==> config.mk <==
export PLATFORM = sky130hd
export DESIGN_NAME = sram_req_arbiter_ctrl
export DESIGN_NICKNAME = d
export VERILOG_FILES = /design/src/rtl/sram_req_arbiter_ctrl.sv
export SDC_FILE = /design/constraint.sdc
export NUM_CORES = 1
export LEC_CHECK = 0
export BUFFER_PORTS_ARGS = -buffer_cell sky130_fd_sc_hd__buf_2
export CAP_MARGIN = 15
export CELL_PAD_IN_SITES_DETAIL_PLACEMENT = 1
export CELL_PAD_IN_SITES_GLOBAL_PLACEMENT = 1
export CORE_MARGIN = 2
export CORE_UTILIZATION = 34
export DETAILED_ROUTE_END_ITERATION = 12
export MAX_ROUTING_LAYER = met4
export PLACE_DENSITY_LB_ADDON = 0.1
export SLEW_MARGIN = 10
export SYNTH_ARGS = -nofsm -noshare
export SYNTH_HDL_FRONTEND = slang
export SYNTH_SLANG_ARGS = --single-unit
export TNS_END_PERCENT = 30
==> constraint.sdc <==
create_clock -name clk -period 3.2 [get_ports clk]
set_clock_uncertainty 0.05 [all_clocks]
set_input_delay 0.32 -clock clk [delete_from_list [all_inputs] [get_ports clk]]
set_output_delay 0.32 -clock clk [all_outputs]
set_load 0.02 [all_outputs]
==> src/rtl/sram_req_arbiter_ctrl.sv <==
// Round-robin front end that shares one 1rw SRAM macro between two val/rdy requesters.
// SRAM read latency is hidden by a one-deep in-flight stage feeding a shared 2-entry response queue.
module sram_req_arbiter_ctrl #(
   parameter  int p_data_nbits  = 32,
   parameter  int p_num_entries = 128,
   localparam int p_addr_nbits  = $clog2(p_num_entries),
   localparam int p_mask_nbits  = p_data_nbits / 8
) (
   input  logic                    clk,
   input  logic                    reset_n,
   input  logic                    req0_val,
   output logic                    req0_rdy,
   input  logic                    req0_type,
   input  logic [p_addr_nbits-1:0] req0_addr,
   input  logic [p_mask_nbits-1:0] req0_wmask,
   input  logic [p_data_nbits-1:0] req0_data,
   input  logic                    req1_val,
   output logic                    req1_rdy,
   input  logic                    req1_type,
   input  logic [p_addr_nbits-1:0] req1_addr,
   input  logic [p_mask_nbits-1:0] req1_wmask,
   input  logic [p_data_nbits-1:0] req1_data,
   output logic                    resp0_val,
   input  logic                    resp0_rdy,
   output logic                    resp0_type,
   output logic [p_data_nbits-1:0] resp0_data,
   output logic                    resp1_val,
   input  logic                    resp1_rdy,
   output logic                    resp1_type,
   output logic [p_data_nbits-1:0] resp1_data,
   output logic                    sram_csb0,
   output logic                    sram_web0,
   output logic [p_mask_nbits-1:0] sram_wmask0,
   output logic [p_addr_nbits-1:0] sram_addr0,
   output logic [p_data_nbits-1:0] sram_din0,
   input  logic [p_data_nbits-1:0] sram_dout0
);

   logic                    r_ready;
   logic                    r_inflight;
   logic                    r_inf_id;
   logic                    r_inf_type;
   logic                    r_rr;
   logic                    r_head;
   logic [1:0]              r_count;
   logic                    r_q_id   [2];
   logic                    r_q_type [2];
   logic [p_data_nbits-1:0] r_q_data [2];

   logic       w_nonempty;
   logic       w_head_id;
   logic       w_resp_fire;
   logic [2:0] w_outstanding;
   logic       w_can_issue;
   logic       w_grant;
   logic       w_fire;
   logic       w_push;
   logic       w_tail;

   assign w_nonempty  = (r_count != 2'd0);
   assign w_head_id   = r_q_id[r_head];
   assign w_resp_fire = w_nonempty & (w_head_id ? resp1_rdy : resp0_rdy);

   // Outstanding work after this cycle's pop; a new issue must leave room in the queue.
   assign w_outstanding = {1'b0, r_count} + {2'b0, r_inflight} - {2'b0, w_resp_fire};
   assign w_can_issue   = r_ready & (w_outstanding < 3'd2);

   assign w_grant  = (req0_val & req1_val) ? r_rr : req1_val;
   assign req0_rdy = w_can_issue & ~w_grant;
   assign req1_rdy = w_can_issue & w_grant;
   assign w_fire   = w_grant ? (req1_val & req1_rdy) : (req0_val & req0_rdy);

   always_comb begin
      sram_csb0   = 1'b1;
      sram_web0   = 1'b1;
      sram_wmask0 = '0;
      sram_addr0  = '0;
      sram_din0   = '0;
      if (w_fire) begin
         sram_csb0 = 1'b0;
         if (w_grant) begin
            sram_web0   = ~req1_type;
            sram_wmask0 = req1_wmask;
            sram_addr0  = req1_addr;
            sram_din0   = req1_data;
         end else begin
            sram_web0   = ~req0_type;
            sram_wmask0 = req0_wmask;
            sram_addr0  = req0_addr;
            sram_din0   = req0_data;
         end
      end
   end

   // A push only happens with at most one entry queued, so head^count[0] is always a free slot.
   assign w_push = r_inflight;
   assign w_tail = r_head ^ r_count[0];

   always_ff @(posedge clk or negedge reset_n) begin
      if (!reset_n) begin
         r_ready    <= 1'b0;
         r_inflight <= 1'b0;
         r_inf_id   <= 1'b0;
         r_inf_type <= 1'b0;
         r_rr       <= 1'b0;
         r_head     <= 1'b0;
         r_count    <= 2'd0;
         for (int i = 0; i < 2; i++) begin
            r_q_id[i]   <= 1'b0;
            r_q_type[i] <= 1'b0;
            r_q_data[i] <= '0;
         end
      end else begin
         r_ready    <= 1'b1;
         r_inflight <= w_fire;
         if (w_fire) begin
            r_inf_id   <= w_grant;
            r_inf_type <= w_grant ? req1_type : req0_type;
            r_rr       <= ~w_grant;
         end
         if (w_push) begin
            r_q_id[w_tail]   <= r_inf_id;
            r_q_type[w_tail] <= r_inf_type;
            r_q_data[w_tail] <= r_inf_type ? '0 : sram_dout0;
         end
         if (w_resp_fire)
            r_head <= ~r_head;
         r_count <= r_count + {1'b0, w_push} - {1'b0, w_resp_fire};
      end
   end

   assign resp0_val  = w_nonempty & ~w_head_id;
   assign resp1_val  = w_nonempty & w_head_id;
   assign resp0_type = r_q_type[r_head];
   assign resp1_type = r_q_type[r_head];
   assign resp0_data = r_q_data[r_head];
   assign resp1_data = r_q_data[r_head];

endmodule

==> out/results.tsv, run 1 <==
stage	metric	value	unit
synthesis	#FFs+latches synth	76	
synthesis	synthesis warning total	0	
cells_and_area	n_diodes	0	
worst_setup_path	Worst Path Max Fanout	13	
synthesis	mux share of post-synthesis cell area	27.32	%
power	cell leakage power	3.399	nW
synthesis	average cell area after synthesis	10.42	um2
synthesis	XOR/XNOR Fraction of Synth Area	0.3710	%
floorplanning	starting density of the core	34.42	%
synthesis	top cells by area, synth	dfrtp_1 (40%), mux2_2 (17%), mux2_4 (9.5%)	
global_route	vias in the first global route	4386	
cells_and_area	area grow syn2layout	41.34	%
worst_setup_path	Required @ worst endpoint	2.83	ns
floorplanning	core area	0.01372	mm2
floorplanning	Rows	43	
place	Placer Congestion	0.7876	
cells_and_area	share of post-route cells with drive strength above 1	64.80	%
synthesis	Top FF cell, synth	dfrtp_1	
worst_setup_path	slowest CP cell	dfrtp_2	
routing	Post-Route WL	14710	um
sta	Fin. Hold Viols	0	
sta	fin crit share	107.2	%
clocking	CTS tree	built	
cells_and_area	layout filler cell count	1588	
outcome	outcome	finished with violations	
worst_setup_path	RR Endpoint	r_inf_id$_DFFE_PN0P_	
global_route	first-pass GRT wire length	21890	um
cells_and_area	commonest non-fill, non-tap cells in the layout	buf_2 (194), dfrtp_1 (75), mux2_2 (71), o21ai_0 (45), nand3_1 (44)	
worst_setup_path	worst setup path start	r_head$_DFFE_PN0P_	
worst_setup_path	worst r2r path cells	14	
global_route	largest net degree at the start of global routing	77	
synthesis	post-synth net total	582	
sta	FMAX	291.5	MHz
clocking	Reg clk slew, reported paths	0.06	ns
synthesis	EDFF count, synth	0	
routing	residual DRC count	0	
cells_and_area	non-filler cells, final	839	
synthesis	area leader, netlist	dfrtp_1	
global_route	grt total ovfl	0	
synthesis	Async S/R FF share, synth	100.0	%
synthesis	Seq/Total Area, Yosys	40.28	%
power	VDD IR max	402.5	uV
power	pwr/cell area	1000	mW/mm2
synthesis	post-synthesis cell type count	31	
synthesis	Synth Cell Area	0.004722	mm2
min_path	Hold Crit Class	in2async	
floorplanning	# IOs	241	
sta	post-layout min period	3.431	ns
power	total power	6.676	mW
place	placed cell area	0.005824	mm2
sta	endpoints failing setup	47	
place	worst slack, placed	-0.04439	ns
sta	max-slew violations	0	
worst_setup_path	reg2reg setup slack	0.32	ns
place	hpwl dp	9777	um
worst_setup_path	Worst Setup Start Kind	register	
clocking	Hold Buf Count CTS	0	
routing	Antenna Nets Post-Route	0	
sta	unrepaired setup endpoints after global routing	true	
floorplanning	Die X	121.9	um
sta	final worst setup slack	-0.2307	ns
routing	Vias/cell	5.023	
synthesis	compound-cell area share of the yosys netlist	10.68	%
floorplanning	Die H	121.9	um
cells_and_area	Nets	784	
sta	Slew @ Worst Pin	0.9738	ns
synthesis	cell count after synthesis	453	
synthesis	simple-gate share of the synthesized area	10.49	%
global_route	initial antenna violation count	0	
worst_setup_path	end point of the critical path	sram_addr0[2]	
worst_setup_path	crit path capture type	output port	
clocking	CTS HTree Levels	3	
clocking	Num CTS Buffers	9	
worst_setup_path	biggest cell delay along the critical path	0.41	ns
worst_setup_path	RR Startpoint	r_head$_DFFE_PN0P_	
floorplanning	Die Area	0.01485	mm2
synthesis	combinational family with the most area after synthesis	multiplexers	
sta	setup TNS	-8.588	ns
synthesis	Yosys top cell area share	40.28	%
clocking	root buffer cell	clkbuf_16	
job	max-cap violation count	0	
outcome	failing checks	negative setup slack	
routing	Vias	4214	
synthesis	area share of fa/ha/maj cells after synthesis	0.9539	%
worst_setup_path	critical path class	reg2out	
routing	Wirelength per Cell	17.53	um
global_route	GR Util All Layers	19.28	%
cells_and_area	final instance area	0.006674	mm2
routing	first-pass detailed-route iteration total	4	
place	dpl cells	814	
routing	DR iter-0 viols	118	
worst_setup_path	CP arrival	3.06	ns
clocking	maximum root-to-sink buffer count	2	
cells_and_area	commonest non-fill, non-tap cell in the layout	buf_2	
sta	max_slew headroom	35.08	%
clocking	Clock Latency Late Sink	0.33	ns
place	Port Buf Inserts	240	
clocking	CTS sink count	76	
worst_setup_path	critical-path cell list	mux2i_2 -> mux2i_1 -> nor2_1 -> ha_1 -> inv_1 -> ha_1 -> inv_1 -> fa_2 -> xnor2_2 -> nand4b_1 -> buf_6 -> clkbuf_16 -> a21oi_2 -> buf_4	
[final cells by class]
type | instances | area, um2 | share of cell area (%)
clock inverters | 4 | 73.82 | 1.106
multi-input cells | 298 | 2589 | 38.79
repair buffers | 261 | 1607 | 24.07
inverters | 9 | 33.78 | 0.5062
flip-flops and latches | 76 | 1903 | 28.52
clock buffers | 11 | 242.7 | 3.637
well taps | 180 | 225.2 | 3.375
[worst max-delay path, delay by kind of cell, from the launching register on]
kind | cells | cell delay (ns)
buf+inv | 5 | 0.61
mux | 2 | 0.44
flops | 1 | 0.41
simple gates | 2 | 0.20
xor+xnor | 1 | 0.19
compound gates | 1 | 0.12
fa+ha+maj | 3 | 0.74
[routing by layer]
metal  global-route usage [%]  wire (um)  vias to the layer above
met5                        -          0                        -
met4                    4.454        108                        0
met3                    4.073        765                        9
met2                    34.95       8009                      146
met1                    21.70       5825                     2101
li1                         -          -                     1958
[cells in the mapped netlist (2+ instances only)]
library cell,count
buf_2,5
clkbuf_1,25
nor2b_1,35
inv_1,9
o21ai_0,45
nand2_1,3
dfrtp_1,76
a21oi_1,44
ha_1,2
nand3_1,45
mux2i_1,4
mux2_4,30
mux2_2,71
buf_4,33
buf_1,2
buf_6,5
nor2_1,5
[cells by family after synthesis]
logic type               after synthesis
AO/OA/AOI/OAI                         96
XOR/XNOR                               2
adder cells (fa/ha/maj)                3
buffers and inverters                 79
flip-flops                            76
multiplexers                         105
other                                  1
AND/OR/NAND/NOR                       91
[worst min path at each step]
stage	from	to	slack, ns	cells past startpoint
3_3_place_gp	r_q_data[10]$_DFFE_PN0P_	r_q_data[10]$_DFFE_PN0P_	0.43	1
3_5_place_dp	r_q_data[25]$_DFFE_PN0P_	r_q_data[25]$_DFFE_PN0P_	0.44	1
5_1_grt	reset_n	r_q_data[33]$_DFFE_PN0P_	0.16	1
4_1_cts	reset_n	r_q_data[33]$_DFFE_PN0P_	0.13	1
2_1_floorplan	reset_n	r_count[0]$_DFF_PN0_	-0.03	0
6_report	reset_n	r_q_data[33]$_DFFE_PN0P_	0.08	1
[per-stage QoR]
stage	util, %	hold slack, ns
2_1_floorplan	-	-0.02559
3_3_place_gp	42.45	0.4304
3_5_place_dp	42.45	0.4404
4_1_cts	46.56	0.1347
5_1_grt	48.65	0.1598
6_report	48.65	0.07889
[sequential cells by signal, indices dropped and copies added, names as in the netlist]
signal,flops
r_inf_type,1
r_rr,1
r_head,1
r_q_id,2
r_q_type,2
r_inflight,1
r_inf_id,1
r_q_data,64
r_ready,1
r_count,2
[what timing repair did]
item	4_1_cts	5_1_grt
buffers inserted	4	3
gates cloned	2	1
pin swaps	3	2
setup endpoints to repair	47	47
resized for setup	63	64
[report_power, final]
part           internal, mW  leakage, nW  switching, mW  total (mW)
registers              1.35        0.990          0.232        1.58
clock network         0.699        0.156          0.370        1.07
logic                  1.80         2.25           2.23        4.03
Power figures use the tool's default switching activity.
==> run 2, diff against run 1 <==
- CAP_MARGIN: 15 -> unset
- CELL_PAD_IN_SITES_DETAIL_PLACEMENT: 1 -> unset
- CELL_PAD_IN_SITES_GLOBAL_PLACEMENT: 1 -> unset
- CORE_UTILIZATION: 34 -> 46
- SLEW_MARGIN: 10 -> unset
==> run 2 against run 1 <==
The flow still finishes with violations (negative setup slack). Clock power down 34%. Non-clock buffer count down 3. Register-to-register slack better by 0.11 ns. Worst hold slack worse by 0.028 ns. Sequential power about the same. Design area down 4.3%. Power down 8.4%. Die area down 25%. Cell count down 6.0%. Sequential cell count unchanged. Fmax down 3.4%. First-iteration DRC count up 86%. Critical path type unchanged. Critical endpoint is now sram_din0[17]. Highest routed layer unchanged.
==> out/results.tsv, run 2 (synthesized netlist as in run 1, its figures left out) <==
stage	metric	value	unit	change
clocking	Reg clk slew, reported paths	0.09	ns	+0.03 ns
cells_and_area	n_diodes	0		unchanged
worst_setup_path	delay-heaviest family, CP	adder cells		
place	Placer Congestion	0.9400		+19%
floorplanning	# IOs	241		unchanged
sta	endpoints failing setup	47		unchanged
floorplanning	core area	0.009864	mm2	-28%
cells_and_area	final core utilization	64.73	%	+16 points
global_route	initial antenna violation count	0		unchanged
global_route	largest net degree at the start of global routing	77		unchanged
worst_setup_path	Required @ worst endpoint	2.83	ns	about the same
worst_setup_path	biggest cell delay along the critical path	0.42	ns	about the same
floorplanning	Rows	36		-16%
routing	Wirelength per Cell	16.78	um	-4.3%
cells_and_area	Nets	781		-0.38%
cells_and_area	area grow syn2layout	35.21	%	
sta	Slew @ Worst Pin	0.9563	ns	-0.01746 ns
power	cell leakage power	3.318	nW	-2.4%
global_route	grt total ovfl	0		unchanged
routing	metal2 WL	6841	um	-15%
routing	met3 WL	770	um	+0.65%
cells_and_area	commonest non-fill, non-tap cells in the layout	buf_2 (193), dfrtp_1 (75), mux2_2 (71), o21ai_0 (45), buf_4 (45)		
job	max-cap violation count	0		unchanged
clocking	Clock Latency Late Sink	0.33	ns	about the same
routing	Vias	4219		+0.12%
global_route	GR Util All Layers	23.72	%	+4.4 points
cells_and_area	layout filler cell count	840		-47%
sta	FMAX	281.6	MHz	-3.4%
routing	M1 WL	5282	um	-9.3%
worst_setup_path	Buf/Inv on CP	5		unchanged
outcome	failing checks	negative setup slack		
sta	unrepaired setup endpoints after global routing	true		
power	VDD IR max	390.5	uV	-3.0%
worst_setup_path	Worst Setup Start Kind	register		
routing	DR top layer	met4		
cells_and_area	non-filler cells, final	789		-6.0%
sta	Fin. Hold Viols	0		unchanged
cells_and_area	final instance area	0.006385	mm2	-4.3%
routing	Post-Route WL	13240	um	-10%
global_route	first-pass GRT wire length	20550	um	-6.1%
cells_and_area	share of post-route cells with drive strength above 1	63.26	%	-1.5 points
outcome	outcome	finished with violations		
sta	max_slew headroom	36.24	%	+1.2 points
clocking	CTS HTree Levels	3		unchanged
floorplanning	Die X	105.3	um	-14%
cells_and_area	commonest non-fill, non-tap cell in the layout	buf_2		
routing	first-pass detailed-route iteration total	7		+3
worst_setup_path	slowest CP cell	dfrtp_2		
routing	residual DRC count	0		unchanged
clocking	root buffer cell	clkbuf_8		
sta	max-slew violations	0		unchanged
worst_setup_path	Worst Path Max Fanout	30		+17
clocking	CTS sink count	76		unchanged
worst_setup_path	CP arrival	3.18	ns	+0.12 ns
place	placed cell area	0.005838	mm2	+0.24%
sta	worst hold slack	0.05074	ns	-0.02815 ns
sta	post-layout min period	3.551	ns	+0.1207 ns
clocking	maximum root-to-sink buffer count	2		unchanged
worst_setup_path	critical path class	reg2out		
floorplanning	Die H	105.3	um	-14%
sta	fin crit share	111.0	%	+3.8 points
sta	final worst setup slack	-0.3515	ns	-0.1207 ns
cells_and_area	Reg with most FFs	r_q_data		
routing	Vias/cell	5.347		+6.5%
clocking	Num CTS Buffers	9		unchanged
floorplanning	starting density of the core	47.87	%	+13 points
floorplanning	Die Area	0.01109	mm2	-25%
routing	Antenna Nets Post-Route	0		unchanged
min_path	Hold Crit Class	in2async		
worst_setup_path	critical-path cell list	mux2i_2 -> mux2i_1 -> nor2_1 -> ha_1 -> inv_1 -> ha_2 -> inv_2 -> fa_2 -> xnor2_2 -> nand4b_1 -> buf_6 -> buf_12 -> a21oi_1 -> buf_4		
place	dpl cells	772		-5.2%
global_route	vias in the first global route	4212		-4.0%
routing	DR iter-0 viols	219		+86%
place	Port Buf Inserts	240		unchanged
place	hpwl dp	9323	um	-4.6%
cells_and_area	max reg flops	64		unchanged
power	pwr/cell area	957.6	mW/mm2	-4.3%
worst_setup_path	crit path capture type	output port		
clocking	CTS tree	built		
-- run 2: cell types whose count changed in the layout (fill, tap and decap cells not counted), sizes merged --
cell      change
buf           -2
clkinv        +1
clkbuf        -3
inv           +1
clkinvlp      +1
bufinv        -1
-- run 2: final cells by class --
| type | instances | area, um2 | share of cell area (%) |
|---|---|---|---|
| inverters | 9 | 33.78 | 0.5291 |
| multi-input cells | 298 | 2529 | 39.60 |
| well taps | 133 | 166.4 | 2.606 |
| flip-flops and latches | 76 | 1903 | 29.81 |
| repair buffers | 258 | 1564 | 24.50 |
| clock buffers | 9 | 123.9 | 1.940 |
| clock inverters | 6 | 65.06 | 1.019 |
-- run 2: power breakdown --
part | switching (mW) | internal (mW) | total (mW)
registers | 0.233 | 1.34 | 1.58
logic | 2.11 | 1.71 | 3.83
clock network | 0.352 | 0.357 | 0.709
total | 2.70 | 3.41 | 6.11
-- run 2: through the flow --
step	power [mW]	setup WS, ns	TNS, ns
global route	6.491	-0.5343	-22.79
detailed placement	5.122	0.06401	0
floorplan	4.310	-0.08416	-1.943
global placement	5.062	0.1252	0
finish	6.114	-0.3515	-14.03
CTS	6.063	-0.2156	-8.694
-- run 2: repair_timing --
action | in CTS | in global routing
pin swaps | 2 | 2
hold buffers | 0 | 0
buffers inserted | 2 | 0
setup endpoints to repair | 47 | 47
resized for setup | 70 | 33
-- run 2: worst paths after layout --
path / from / to / slack (ns) / cells after the start
min in group clk: req1_val / r_inf_id$_DFFE_PN0P_ / 0.29 / 3
setup reg to reg: r_head$_DFFE_PN0P_ / r_inf_id$_DFFE_PN0P_ / 0.43 / 13
setup / recovery: r_head$_DFFE_PN0P_ / sram_din0[17] / -0.35 / 14
hold / removal: reset_n / r_q_data[19]$_DFFE_PN0P_ / 0.05 / 1
max in group asynchronous: reset_n / r_head$_DFFE_PN0P_ / 2.34 / 1
hold reg to reg: r_q_data[25]$_DFFE_PN0P_ / r_q_data[25]$_DFFE_PN0P_ / 0.45 / 1
-- run 2: layer usage --
layer	GRT usage, %	vias to the layer above
met1	27.69	2049
met5	-	-
met3	4.391	27
li1	-	1948
met4	8.762	0
met2	40.74	195
-- run 2: worst reg2reg max path: stages (launching register included) --
cell	delay, ns
dfrtp_2	0.42
mux2i_2	0.22
mux2i_1	0.21
nor2_1	0.07
ha_1	0.28
inv_1	0.06
ha_2	0.16
inv_2	0.04
fa_2	0.37
xnor2_2	0.19
nand4b_1	0.17
buf_6	0.18
buf_4	0.14
o2bb2ai_1	0.11
